==> config.mk <==
export PLATFORM = sky130hd
export DESIGN_NAME = fifo_rd_stream
export DESIGN_NICKNAME = d
export VERILOG_FILES = /design/src/rtl/fifo_rd_stream.sv
export SDC_FILE = /design/constraint.sdc
export NUM_CORES = 1
export LEC_CHECK = 0
export CAP_MARGIN = 15
export CORE_MARGIN = 2
export CORE_UTILIZATION = 35
export CTS_BUF_LIST = sky130_fd_sc_hd__clkbuf_8
export DETAILED_ROUTE_END_ITERATION = 8
export PLACE_DENSITY = 0.61
export SYNTH_ARGS = -nofsm -noshare
export SYNTH_HDL_FRONTEND = slang
export SYNTH_SLANG_ARGS = --single-unit
==> constraint.sdc <==
create_clock -name CLK -period 4.2 [get_ports CLK]
set_input_delay 0.84 -clock CLK [delete_from_list [all_inputs] [get_ports CLK]]
set_output_delay 0.84 -clock CLK [all_outputs]
set_load 0.02 [all_outputs]
==> src/rtl/fifo_rd_stream.sv <==
// fifo_rd_stream
// Pulls words out of a 1-cycle-latency FIFO and emits them as a valid/ready
// stream cut into packets. A packet is BLEN words when the FIFO holds at least
// BLEN, otherwise whatever is present after TMO idle cycles is flushed as a
// short packet. The last word of each packet carries M_LAST.
//
// Optional build macro: FIFO_RD_SEQCHK_EN -- when defined, ERR latches if two
// consecutive transferred words are not incrementing by one; when undefined
// ERR is tied low and no checker is built.
//
// Ports
//   CLK, RSTN      clock, asynchronous active-low reset (release synchronised)
//   FFRDENA        FIFO read enable
//   FFRDDAT        FIFO read data, valid the cycle after FFRDENA
//   FFRDLEV        FIFO fill level (already net of reads up to last cycle)
//   M_VALID/M_READY/M_DATA/M_LAST  output stream
//   PKTCNT         completed packet counter (wraps)
//   ERR            sticky sequence error
module fifo_rd_stream #(
  parameter int DWID = 32,
  parameter int AWID = 10,
  parameter int BLEN = 16,
  parameter int TMO  = 255
) (
  input  logic            CLK,
  input  logic            RSTN,
  output logic            FFRDENA,
  input  logic [DWID-1:0] FFRDDAT,
  input  logic [AWID-1:0] FFRDLEV,
  output logic            M_VALID,
  input  logic            M_READY,
  output logic [DWID-1:0] M_DATA,
  output logic            M_LAST,
  output logic [15:0]     PKTCNT,
  output logic            ERR
);

  localparam int PLW = $clog2(BLEN + 1);

  typedef enum logic [1:0] {S_IDLE, S_RUN, S_DRAIN} state_t;

  // Assertion is immediate; release reaches the logic on the second edge.
  logic [1:0] r_rst_sync;
  logic       w_rstn;

  always_ff @(posedge CLK or negedge RSTN) begin
    if (!RSTN) r_rst_sync <= 2'b00;
    else       r_rst_sync <= {r_rst_sync[0], 1'b1};
  end

  assign w_rstn = r_rst_sync[1];

  state_t          r_state, w_state_nxt;
  logic [PLW-1:0]  r_plen, r_issued;
  logic [15:0]     r_timer;
  logic [15:0]     r_pktcnt;
  logic            r_vld_p1, r_last_p1;
  logic [DWID:0]   r_e0, r_e1;           // {last, data}; r_e0 is the head
  logic [1:0]      r_occ;
  logic [DWID:0]   w_e0_nxt, w_e1_nxt;
  logic [1:0]      w_occ_nxt;
  logic [1:0]      w_occ_eff;
  logic            w_xfer, w_rd_en, w_lev_full, w_tmo_hit, w_last_issue, w_last_xfer;

  assign M_VALID     = (r_occ != 2'd0);
  assign M_DATA      = r_e0[DWID-1:0];
  assign M_LAST      = r_e0[DWID];
  assign PKTCNT      = r_pktcnt;
  assign w_xfer      = M_VALID && M_READY;
  // Slot freed by this cycle's transfer counts as room, which keeps 1 word/cycle.
  assign w_occ_eff   = r_occ - {1'b0, w_xfer};
  assign w_lev_full  = 32'(FFRDLEV) >= 32'(BLEN);
  assign w_tmo_hit   = (FFRDLEV != '0) && (r_timer == 16'(TMO));

  assign w_rd_en = (r_state == S_RUN) && (r_issued < r_plen) &&
                   ((3'(w_occ_eff) + 3'(r_vld_p1)) < 3'd2) &&
                   (FFRDLEV > AWID'(r_vld_p1));
  assign FFRDENA = w_rd_en;

  assign w_last_issue = w_rd_en && ((r_issued + PLW'(1)) == r_plen);
  assign w_last_xfer  = w_xfer && M_LAST;

  always_ff @(posedge CLK or negedge w_rstn) begin
    if (!w_rstn) r_state <= S_IDLE;
    else         r_state <= w_state_nxt;
  end

  always_comb begin
    w_state_nxt = r_state;
    case (r_state)
      S_IDLE:  if (w_lev_full || w_tmo_hit) w_state_nxt = S_RUN;
      S_RUN:   if (w_last_issue)            w_state_nxt = S_DRAIN;
      S_DRAIN: if (w_last_xfer)             w_state_nxt = S_IDLE;
      default:                              w_state_nxt = S_IDLE;
    endcase
  end

  // Packet length capture, idle timer and issue counter
  always_ff @(posedge CLK or negedge w_rstn) begin
    if (!w_rstn) begin
      r_plen   <= '0;
      r_issued <= '0;
      r_timer  <= '0;
    end else if (r_state == S_IDLE) begin
      if (w_state_nxt == S_RUN) begin
        r_plen   <= w_lev_full ? PLW'(BLEN) : PLW'(FFRDLEV);
        r_issued <= '0;
        r_timer  <= '0;
      end else if (FFRDLEV != '0) begin
        r_timer  <= r_timer + 16'd1;
      end else begin
        r_timer  <= '0;
      end
    end else if (w_rd_en) begin
      r_issued <= r_issued + PLW'(1);
    end
  end

  // Stage p1: read issued last cycle, its data is on FFRDDAT now
  always_ff @(posedge CLK or negedge w_rstn) begin
    if (!w_rstn) begin
      r_vld_p1  <= 1'b0;
      r_last_p1 <= 1'b0;
    end else begin
      r_vld_p1  <= w_rd_en;
      r_last_p1 <= w_last_issue;
    end
  end

  // Two-entry buffer: pop from head on transfer, then append arriving word
  always_comb begin
    w_e0_nxt  = r_e0;
    w_e1_nxt  = r_e1;
    w_occ_nxt = r_occ;
    if (w_xfer) begin
      w_e0_nxt  = r_e1;
      w_occ_nxt = r_occ - 2'd1;
    end
    if (r_vld_p1) begin
      if (w_occ_nxt == 2'd0) w_e0_nxt = {r_last_p1, FFRDDAT};
      else                   w_e1_nxt = {r_last_p1, FFRDDAT};
      w_occ_nxt = w_occ_nxt + 2'd1;
    end
  end

  always_ff @(posedge CLK or negedge w_rstn) begin
    if (!w_rstn) begin
      r_e0     <= '0;
      r_e1     <= '0;
      r_occ    <= 2'd0;
      r_pktcnt <= 16'd0;
    end else begin
      r_e0  <= w_e0_nxt;
      r_e1  <= w_e1_nxt;
      r_occ <= w_occ_nxt;
      if (w_last_xfer) r_pktcnt <= r_pktcnt + 16'd1;
    end
  end

`ifdef FIFO_RD_SEQCHK_EN
  logic [DWID-1:0] r_prev;
  logic            r_seen;
  logic            r_err;

  always_ff @(posedge CLK or negedge w_rstn) begin
    if (!w_rstn) begin
      r_prev <= '0;
      r_seen <= 1'b0;
      r_err  <= 1'b0;
    end else if (w_xfer) begin
      if (r_seen && (M_DATA != (r_prev + DWID'(1)))) r_err <= 1'b1;
      r_prev <= M_DATA;
      r_seen <= 1'b1;
    end
  end

  assign ERR = r_err;
`else
  assign ERR = 1'b0;
`endif

endmodule
Yosys cells after proc, flatten, opt, wreduce, memory -nomap -nowiden
Index checks and enable logic that the tools add are counted.
{ "totals": {"register_bits": 116, "in_bits": 45, "output_inout_bits": 52, "wordCells": 60} }
{ "classes": {"addsub": 7, "order_cmp": 4, "eq_ne": 6, "mux": 15, "n_bitwise": 1, "n_reduce_logical": 16} }
{ "ops": {"columns": ["operator", "count"], "rows": [
  ["$mux W33", 3],
  ["$add A16 B1 Y16 const B", 2],
  ["$mux W16", 2],
  ["$mux W5", 4],
  ["$eq A16 B8 Y1 const B", 1],
  ["$ge A10 B5 Y1 const B", 1],
  ["$gt A10 B1 Y1", 1],
  ["$mux W2", 5],
  ["$reduce_bool A10 Y1", 1],
  ["$logic_and A1 B1 Y1", 7],
  ["$pmux W2 S3", 1],
  ["$reduce_and A2 Y1", 3],
  ["$add A5 B1 Y5 const B", 1],
  ["$eq A5 B5 Y1", 1],
  ["$lt A5 B5 Y1", 1],
  ["$eq A2 B1 Y1 const B", 2],
  ["$logic_not A2 Y1", 2],
  ["$reduce_bool A2 Y1", 2],
  ["$add A2 B1 Y3", 1],
  ["$lt A3 B2 Y1 const B", 1],
  ["$add A2 B1 Y2 const B", 1],
  ["$eq A2 B2 Y1 const B", 1],
  ["$ne A2 B1 Y1 const B", 1],
  ["$sub A2 B1 Y2", 1],
  ["3 further kinds", 3]
]} }

Longest topological paths before layout
{ "logic_depth": {"depth_word": 13, "ltp_mapped": 14, "ltp_nobuf": 12} }

Worst setup path before layout
OpenSTA, ideal clock, no wires.
{ "synth_timing": {"kind": "input port to output port", "start": "input port M_READY", "end": "output port FFRDENA", "t_arrival_ps": 2903, "required_ps": 3360, "path_slack_ps": 457, "stages": 11, "path_buffers": 2, "cell_sequence": "nand2b_1 inv_1 buf_2 buf_2 ha_1 inv_1 ha_1 or4b_1 a211oi_2 nand4_2 inv_1"} }
{ "synth_via": {"elab_chain_len": 6} }
{ "synth_rtl": {"columns": ["item", "line", "source"], "rows": [
  ["from (decl)", "31", "input logic M_READY,"],
  ["$logic_and A1 B1 Y1", "69", "assign w_xfer = M_VALID && M_READY;"],
  ["$sub A2 B1 Y2", "71", "assign w_occ_eff = r_occ - {1'b0, w_xfer};"],
  ["$add A2 B1 Y3", "76", "((3'(w_occ_eff) + 3'(r_vld_p1)) < 3'd2) &&"],
  ["$lt A3 B2 Y1", "76", null],
  ["$logic_and A1 B1 Y1", "75", "assign w_rd_en = (r_state == S_RUN) && (r_issued < r_plen) &&"],
  ["$logic_and A1 B1 Y1", "76", null],
  ["to (decl)", "27", "output logic FFRDENA,"]
]} }
No other way between the ends.

Final worst setup path
Ends and elaborated chain as after synthesis.

==> metrics.md <==
| Metric | Value |
|---|---|
| DR DRC count | `0` |
| Met2 routed WL | `5450 um` |
| Syn nets | `between 500 and 600` |
| Vias in the first global route | `~4000` |
| Syn Area/Cell | `11.1 um^2` |
| Cell family with most CP delay | `buffers and inverters` |
| YS warnings | `0` |
| Peak VDD IR | `~0.0003 V` |
| CP Max Fanout | `2` |
| Starting Density | `between 30 and 40%` |
| R2r worst-path depth | `11` |
| Final setup skew | `about 9.9 ps` |
| Vias/cell | `roughly 5` |
| Final Max Tran Viols | `0` |
| Count leader, synth | `dfrtp_1` |
| Synth async-reset ratio | `between 90% and 100%` |
| Crit path buffers/inverters | `5` |
| Post-synth top area cell | `dfrtp_1` |
| Slew headroom | `slightly above 50%` |
| Worst skew pair latency | `approximately 430 ps` |
| Post-CTS Repair Setup Buffers | `0` |
| Setup-failing EPs final | `0` |
| CTS tree | `built` |
| Final Wtd Congestion | `between 0.7 and 0.8` |
| Largest net degree at the start of global routing | `87` |
| Tcrit/Tclk final | `a little over nine tenths` |
| Lkg Pwr | `slightly above 3 nW` |
| GRT Total Usage | `14.9%` |
| Yosys top cell area share | `around 54%` |
| Top-Level Pins | `97` |
| M1 WL | `around 5300 um` |
| Crit path time final | `approximately 4000 ps` |
| Fraction of layout cells with a size suffix above 1 | `15.0%` |
| CP Capture Type | `output port` |
| Worst setup path class | `input port to output port` |
| Sequential share of the synthesized area | `~54%` |
| DRT Pass-1 Iters | `4` |
| Number of flops mapped to enable cells by yosys | `0` |
| Die Ht | `between 100 and 150 um` |
| Total grt overflow | `0` |
| Clock H-tree levels | `4` |
| Total Neg Setup Slack | `0 ps` |
| Met3 routed WL | `393 um` |
| First-pass GRT wire length | `19400 um` |
| Status | `finished, final reports clean` |
| Wire per inst | `about 15 um` |
| DR vias | `between 3000 and 4000` |
| DRT antenna net count | `0` |
| Synthesized cell area | `roughly 5400 um^2` |
| Max cap viols | `0` |
| Synth Flop Type | `dfrtp_1` |
| Post-cts resize count | `1` |
| Port Buffer Count | `95` |
| Initial DRC count | `roughly 240` |
| Die area | `approximately 16000 um^2` |
| Number of diodes | `0` |
| Total power draw | `around 4.8 mW` |
| Pre-CTS setup slack | `-113 ps` |
| Hpwl dp | `between 7000 and 8000 um` |
| Core area | `approximately 15000 um^2` |
| FMAX | `about 250 MHz` |
| Syn Inst Count | `around 500` |
| Worst-margin pin slew | `a little over 700 ps` |
| Clock transition at the registers of the reported paths | `approximately 70 ps` |
| Setup crit start kind | `input port` |
| WP depth | `11` |
| Synth area leaders | `dfrtp_1 54%, mux2_2 7.1%, mux2i_1 6.3%, nand2_1 4.4%, o21ai_0 4.1%` |
| Final net count | `between 600 and 700` |
| Crit path max-delay cell type | `or4b_1` |
| Synthesis-stage register bit count | `between 100 and 150` |
| Drt total wl | `approximately 11000 um` |
| Worst EP required | `3360 ps` |
| Die X-Extent | `between 100 and 150 um` |
| Worst path max stage delay | `between 400 and 500 ps` |
| Placement Rows | `45` |
| Critical-path cell list | `clkdlybuf4s50_1, nand2b_1, inv_2, ha_1, inv_1, ha_1, or4b_1, a211oi_2, nand4_2, inv_1, dlygate4sd2_1` |
| Commonest cells post-synth | `116 x dfrtp_1, 63 x nand2_1, 44 x o21ai_0, 34 x mux2_2, 34 x mux2i_1` |
| Worst Setup Slack, final | `roughly 160 ps` |
| RSZ-0062 raised after global routing | `false` |
| PD cells | `between 600 and 700 nW/um^2` |
| Hold_buf cts | `0` |
| CTS Sinks | `116` |
| Number of library cell types mapped by synthesis | `between 50 and 60` |
| Initial antenna violation count | `0` |
| Hold Vio Cnt, Final | `0` |
| CTS Root Cell | `clkbuf_8` |
| Layout Area Growth over Synthesis | `29.7%` |
| Top sig layer | `met4` |
| Num CTS Buffers | `17` |
| Worst min path class | `register to async pin` |
| Max Root-Sink Buffers | `2` |
| WP data arrival | `3200 ps` |
==> cell families after synthesis <==
| logic type | after synthesis | share of synthesized area, % |
|---|---|---|
| AOI/OAI and AO/OA | 73 | 8.38 |
| xor gates and xnor gates | 29 | 4.71 |
| adders and majority gates | 13 | 3.02 |
| buffers and inverters | 40 | 3.02 |
| DFF | 116 | 53.8 |
| muxes | 68 | 13.4 |
| other | 2 | 0.139 |
| and+or+nand+nor | 146 | 13.5 |
==> registers in the layout, indices dropped and copies added (netlist names) <==
| name | cells |
|---|---|
| r_e0 | 33 |
| r_e1 | 33 |
| PKTCNT | 16 |
| r_state | 2 |
| r_rst_sync | 2 |
| r_vld_p1 | 1 |
| r_timer | 16 |
| r_occ | 2 |
| r_plen | 5 |
| r_issued | 5 |
| r_last_p1 | 1 |
==> layout by cell type (no fill, tap or decap), types with 8 or more instances in the layout <==
cell             netlist  routed
dfrtp_1              116     115
xnor2_1               21      21
o21ai_0               44      44
nand3_1               20      20
xor2_1                 8       8
nand2_1               63      63
mux2_2                34      34
buf_4                  2       8
nor2_1                20      20
mux2i_1               34      34
clkbuf_8               0      24
clkdlybuf4s50_1        0      94
inv_1                 20      22
ha_1                  13      13
==> worst reg2reg max path, stage by stage, from the launching register on <==
cell	delay [ps]
dfrtp_1	380
inv_1	60
ha_1	210
nand2b_1	180
inv_2	70
buf_4	520
nand2_1	100
o21ai_0	120
ha_1	250
and2_2	540
buf_4	330
o21ai_0	130
==> area by class of cell <==
class	instances	area (um^2)
clock buffers	24	330
clock inverters	6	76.3
fillers	1395	8150
inverters	20	75.1
multi-input cells	331	2340
flip-flops and latches	116	2910
well taps	188	235
repair buffers	104	1040
==> report_power, final <==
| part | internal, mW | switching, mW | leakage (nW) |
|---|---|---|---|
| Sequential | 1.53 | 0.251 | 1.43 |
| Clock | 0.625 | 0.421 | 0.221 |
| Combinational | 0.991 | 0.959 | 1.40 |
==> final timing paths <==
check	startpoint	end	slack (ps)
worst min-delay path	r_rst_sync[1]$_DFF_PN0_	r_timer[13]$_DFFE_PN0P_	220
worst max-delay path	M_READY	FFRDENA	160
min in group CLK	r_rst_sync[0]$_DFF_PN0_	r_rst_sync[1]$_DFF_PN0_	360
worst min register to register	r_rst_sync[1]$_DFF_PN0_	r_timer[13]$_DFFE_PN0P_	220
max in group asynchronous	r_rst_sync[1]$_DFF_PN0_	r_e1[26]$_DFFE_PN0P_	3270
worst max register to register	r_occ[1]$_DFF_PN0_	r_e0[6]$_DFF_PN0_	1180
==> per-layer routing <==
layer / track usage (%) / up-vias
li1: - / 1909
met1: 19.0 / 1885
met2: 24.0 / 73
met3: 3.96 / 20
met4: 6.53 / 0
met5: 0 / -
==> per-stage QoR <==
step                hold slack, ps  cells  util [%]  instance area, um^2
global placement               336    758      43.3                 6560
CTS                            367    788      46.0                 6970
detailed placement             340    758      43.3                 6560
global route                   255    789      46.2                 7000
finish                         222    789      46.2                 7000
floorplan                      331    487         -                 5390
Note: power is estimated with default switching activity, not from simulation.
